===== src/rtl/reg_file_mp.sv =====
`default_nettype none
// ============================================================================
//  Module      : reg_file_mp
//  Description : Multi-port register file. Two combinational read ports,
//                two write ports (port B wins on an address collision), an
//                optional hardwired-zero register 0, and a sequential clear
//                engine that sweeps every register to zero, one per cycle.
//  Macro       : REGFILE_BYPASS_EN - when defined, a read that matches an
//                accepted same-cycle write returns the write data.
//  Ports       : clk      - clock, all state updates on the rising edge
//                reset    - synchronous, active-low reset
//                ra_addr  / ra_data - read port A address / data
//                rb_addr  / rb_data - read port B address / data
//                wa_en, wa_addr, wa_data - write port A
//                wb_en, wb_addr, wb_data - write port B
//                clr_req  - request a sequential clear of all registers
//                clr_busy - clear sweep in progress, writes are blocked
//  Revision    : 1.0 - initial release
// ============================================================================
module reg_file_mp #(
  parameter int DATA_W   = 32,
  parameter int ADDR_W   = 5,
  parameter int ZERO_REG = 1
) (
  input  logic              clk,
  input  logic              reset,
  input  logic [ADDR_W-1:0] ra_addr,
  output logic [DATA_W-1:0] ra_data,
  input  logic [ADDR_W-1:0] rb_addr,
  output logic [DATA_W-1:0] rb_data,
  input  logic              wa_en,
  input  logic [ADDR_W-1:0] wa_addr,
  input  logic [DATA_W-1:0] wa_data,
  input  logic              wb_en,
  input  logic [ADDR_W-1:0] wb_addr,
  input  logic [DATA_W-1:0] wb_data,
  input  logic              clr_req,
  output logic              clr_busy
);

  localparam int                DEPTH      = 2**ADDR_W;
  localparam logic [ADDR_W-1:0] c_last_idx = {ADDR_W{1'b1}};
  localparam logic              c_zero_en  = (ZERO_REG != 0);

  typedef enum logic [0:0] {
    ST_IDLE  = 1'b0,
    ST_CLEAR = 1'b1
  } state_t;

  state_t            r_state;
  state_t            w_state_nxt;
  logic [ADDR_W-1:0] r_cnt;
  logic [DATA_W-1:0] r_regs [DEPTH];

  logic w_busy;
  logic w_wa_acc;
  logic w_wb_acc;

  assign w_busy   = (r_state == ST_CLEAR);
  assign clr_busy = w_busy;

  // A write is accepted only outside the sweep, and never to a hardwired r0.
  assign w_wa_acc = wa_en & ~w_busy & ~(c_zero_en & (wa_addr == '0));
  assign w_wb_acc = wb_en & ~w_busy & ~(c_zero_en & (wb_addr == '0));

  // ---------------- clear engine ----------------
  always_ff @(posedge clk) begin
    if (!reset) begin
      r_state <= ST_IDLE;
    end else begin
      r_state <= w_state_nxt;
    end
  end

  always_comb begin
    w_state_nxt = r_state;
    case (r_state)
      ST_IDLE:  if (clr_req) w_state_nxt = ST_CLEAR;
      // clr_req is not looked at here, so a request mid-sweep neither
      // restarts nor extends it.
      ST_CLEAR: if (r_cnt == c_last_idx) w_state_nxt = ST_IDLE;
      default:  w_state_nxt = ST_IDLE;
    endcase
  end

  // Counter is held at zero while idle, so each sweep starts at register 0.
  always_ff @(posedge clk) begin
    if (!reset) begin
      r_cnt <= '0;
    end else if (r_state == ST_IDLE) begin
      r_cnt <= '0;
    end else begin
      r_cnt <= r_cnt + ADDR_W'(1);
    end
  end

  // ---------------- storage ----------------
  // Port B is assigned last so it overrides port A on the same address.
  always_ff @(posedge clk) begin
    if (!reset) begin
      for (int i = 0; i < DEPTH; i++) begin
        r_regs[i] <= '0;
      end
    end else if (w_busy) begin
      r_regs[r_cnt] <= '0;
    end else begin
      if (w_wa_acc) r_regs[wa_addr] <= wa_data;
      if (w_wb_acc) r_regs[wb_addr] <= wb_data;
    end
  end

  // ---------------- read ports ----------------
  // Busy and hardwired-zero override everything, including forwarding.
  function automatic logic [DATA_W-1:0] f_read(input logic [ADDR_W-1:0] a);
    logic [DATA_W-1:0] v;
    v = r_regs[a];
`ifdef REGFILE_BYPASS_EN
    if (w_wa_acc && (wa_addr == a)) v = wa_data;
    if (w_wb_acc && (wb_addr == a)) v = wb_data;
`endif
    if (w_busy || (c_zero_en && (a == '0))) v = '0;
    return v;
  endfunction

  always_comb begin
    ra_data = f_read(ra_addr);
    rb_data = f_read(rb_addr);
  end

endmodule
`default_nettype wire


===== config.mk =====
export PLATFORM = sky130hd
export DESIGN_NAME = reg_file_mp
export DESIGN_NICKNAME = d
export VERILOG_FILES = /design/src/rtl/reg_file_mp.sv
export SDC_FILE = /design/constraint.sdc
export NUM_CORES = 2
export LEC_CHECK = 0
export CAP_MARGIN = 20
export CELL_PAD_IN_SITES_DETAIL_PLACEMENT = 0
export CELL_PAD_IN_SITES_GLOBAL_PLACEMENT = 1
export CORE_MARGIN = 4
export CORE_UTILIZATION = 45
export DETAILED_ROUTE_END_ITERATION = 16
export GPL_TIMING_DRIVEN = 1
export HOLD_SLACK_MARGIN = 0.15
export PLACE_DENSITY_LB_ADDON = 0.2
export SETUP_SLACK_MARGIN = 0.4
export SLEW_MARGIN = 20
export SYNTH_ARGS = -nofsm -noshare
export SYNTH_HDL_FRONTEND = slang
export SYNTH_SLANG_ARGS = --single-unit
export TNS_END_PERCENT = 5

===== constraint.sdc =====
create_clock -name clk -period 7.32 [get_ports clk]
set_input_delay 0.732 -clock clk [delete_from_list [all_inputs] [get_ports clk]]
set_output_delay 0.732 -clock clk [all_outputs]
set_load 0.05 [all_outputs]

==> results.rst <==
.. list-table::
   :header-rows: 1

   * - Metric
     - Value
   * - Die width
     - 384 um
   * - Routability cong.
     - 0.964
   * - CP Data Arrival Time
     - roughly 5200 ps
   * - Peak VDD IR
     - 0.205 mV
   * - Global Route Usage Sum
     - 41.1%
   * - Sequential cell area fraction in the yosys report
     - about 48%
   * - Max-Slew Margin vs Limit
     - 16.0%
   * - Via-per-instance ratio
     - 7.82
   * - Net total in the final layout
     - 5,255
   * - Number of synthesized register bits
     - 1,030
   * - Core occupancy in the finished layout
     - about 50%
   * - Maximum fanout encountered on the critical timing path
     - 33
   * - Startpoint of the lowest-slack register-to-register path
     - clr_busy
   * - Final instance area
     - between 0.07 and 0.08 mm2
   * - Highest-count cells in the layout ignoring fill and taps
     - edfxtp_1, nand2_1, mux2i_1, a32o_1, o31ai_1
   * - Clk_skew
     - 21.6 ps
   * - Area Overhead vs Synth
     - 11.7%
   * - Outcome
     - finished clean
   * - Fin. max-slew vios
     - 0
   * - Placeable Area
     - 0.140 mm2
   * - Critical Path RT
     - 6590 ps
   * - Commonest non-fill, non-tap cell in the layout
     - edfxtp_1
   * - Gate count after technology mapping
     - approximately 5,400
   * - Clock tree from TritonCTS
     - done
   * - Length in cells of the worst reg-to-reg path
     - 6
   * - Die area
     - roughly 0.15 mm2
   * - Count of fill cells added during filler insertion
     - 12,161
   * - EDFF count, synth
     - 1,024
   * - Cell area after synthesis
     - 0.0637 mm2
   * - Count of cell types in the netlist
     - between 70 and 80
   * - Estimated wirelength of the detail-placed design
     - 193,000 um
   * - Via count of the first global-routing pass
     - between 50,000 and 60,000
   * - Starting Density
     - 45.5%
   * - Initial detailed-routing violation count
     - 11,636
   * - Clock latency of the later-clocked register in the worst-skew pair
     - 760 ps
   * - Finish-stage setup viols
     - 0
   * - Post-Route WL
     - 314,000 um
   * - Timing-limited maximum frequency
     - 169 MHz
   * - Hold Violations, Final
     - 0
   * - Count of cells along the worst hold path
     - 3
   * - Number of buffers on the longest clock path
     - 3
   * - CTS clk-pin slew, worst paths
     - 50 ps
   * - Leakage power of the design
     - 24.2 nW
   * - Number of H-tree levels
     - 3
   * - Worst setup path startpoint
     - ra_addr[0]
   * - Setup Total Neg Slack
     - 0 ps
   * - Placed cells
     - slightly below 7,000
   * - Via count
     - 55,986
   * - Antenna violation net count after detailed routing
     - 0
   * - Mean post-synth cell area
     - 11.9 um2
   * - Placed cell area
     - 0.0672 mm2
   * - Ys Warns
     - 0
   * - Power per standard cell area
     - about 220 mW/mm2
   * - Share of synthesized flip-flops with an asynchronous set or reset
     - 0%
   * - Number of max-cap violations
     - 0
   * - Setup repair after global routing missed its margin
     - no
   * - Worst-case hold slack
     - 669 ps
   * - Minimum period implied by the final worst setup slack
     - slightly below 6000 ps
   * - First-pass GRT wire length
     - 423,000 um
   * - Start-to-end type of the worst setup path
     - input port to primary output
   * - Root buffer cell
     - clkbuf_16
   * - Setup fix buffers added after clock tree synthesis
     - 0
   * - Total congestion overflow
     - 0
   * - Fin crit share
     - 81.0%
   * - Resized Gates After CTS
     - 0
   * - Layout cells sized above 1
     - 17.2%
   * - Detailed-routing iteration count for the pre-antenna-repair pass
     - 7
   * - Slew of the pin with the lowest slew margin
     - 1260 ps
   * - CTS Buf Count
     - 117
   * - Routed wirelength normalized by instance count
     - between 40 and 50 um
   * - Count of pins on the block boundary
     - between 150 and 200
   * - Crit start category
     - input port
   * - Final routed DRC violation total
     - 0
   * - Primary flip-flop cell chosen by synthesis mapping
     - edfxtp_1
   * - Cell Count, Final, Fillers Out
     - a little over 7,000
   * - Number of antenna violations at the first check in global routing
     - 22
   * - Count of standard-cell rows
     - 137
   * - Count of input and output buffers
     - 153
   * - Hold_sp
     - reset
   * - Type of the worst min-delay path
     - input port to flip-flop
   * - Worst Setup End Kind
     - primary output
   * - Cts-stage hold buffer count
     - 0
   * - Die extent in y
     - approximately 380 um
   * - Sinks on Clock Net
     - 1,030
   * - Largest net degree at the start of global routing
     - 86
==> through the flow <==
step	worst slack [ps]	power, mW
after floorplan	1060	8.19
after global placement	1770	9.17
after global routing	1560	15.7
final	1390	15.5
after CTS	1780	15.3
after detailed placement	1800	9.19
==> report_power, final <==
group / switching, mW / total [mW] / internal, mW
sequential: 0.159 / 6.89 / 6.74
clock: 2.65 / 6.26 / 3.61
combinational: 1.64 / 2.31 / 0.666
total: 4.45 / 15.5 / 11.0
==> critical path, stage by stage <==
cell and delay, ps:
buf_4 570, buf_12 360, nor2b_4 670, buf_4 570, a22oi_1 170, a31oi_1 750, nand4_1 430, clkdlybuf4s50_1 820
==> Yosys cell counts, drive strengths merged (6+ instances only) <==
library cell  count  area, um2
a22o            141       1230
o41ai           279       2980
o21ai           101        588
dfxtp             6        120
nand2           860       3230
mux4            254       5720
a21oi           110        614
nand3b            7       52.6
inv              14       52.6
a31oi            33        206
nor2             51        194
nand4            65        407
nor3             37        265
a32o            264       2640
nand3           155        776
clkbuf          469       1760
buf             265       1480
o211a            32        320
o211ai           48        360
mux2i           519       5190
and2             12       75.1
edfxtp         1024      30700
nor2b            19        119
and3             38        238
o31ai           258       1940
a22oi           227       1700
==> final timing paths <==
path / end / slack [ps]
max: ra_data[13] / 1390
min: clr_busy / 670
max reg2reg: r_regs[11][9] / 2700
min reg2reg: r_cnt[3] / 710
==> layer usage <==
metal | part of all wire, % | vias to the layer above | global-route usage [%]
met1 | 35 | 27786 | 53.8
met3 | 19 | 1082 | 20.9
met2 | 40 | 5758 | 55.7
li1 | - | 21343 | -
met5 | 0.090 | - | 1.06
met4 | 5.7 | 17 | 20.2
==> state kept, by name, indices dropped and copies added, names as in the netlist <==
signal,cells
clr_busy,1
r_regs,1024
r_cnt,5
==> final cells by class <==
cell class	instances	area (um2)	share of cell area (%)
sequential	1030	30900	43.4
multi-input combinational	3609	30400	42.7
timing repair buffer	392	3490	4.90
clock buffer	143	3160	4.44
tap	1876	2350	3.30
clock inverter	78	796	1.12
inverter	14	52.6	0.0739
antenna	13	32.5	0.0457
==> kinds of logic after synthesis <==
group | Yosys count | synth area share [%]
compound gates | 1519 | 20.2
xor+xnor | 2 | 0.0275
fa+ha+maj | 2 | 0.0393
buf+inv | 748 | 5.17
flops | 1030 | 48.5
mux | 773 | 17.1
other cells | 1 | 0.00589
simple gates | 1281 | 8.93
No activity file was read; power rests on OpenSTA's default activity.
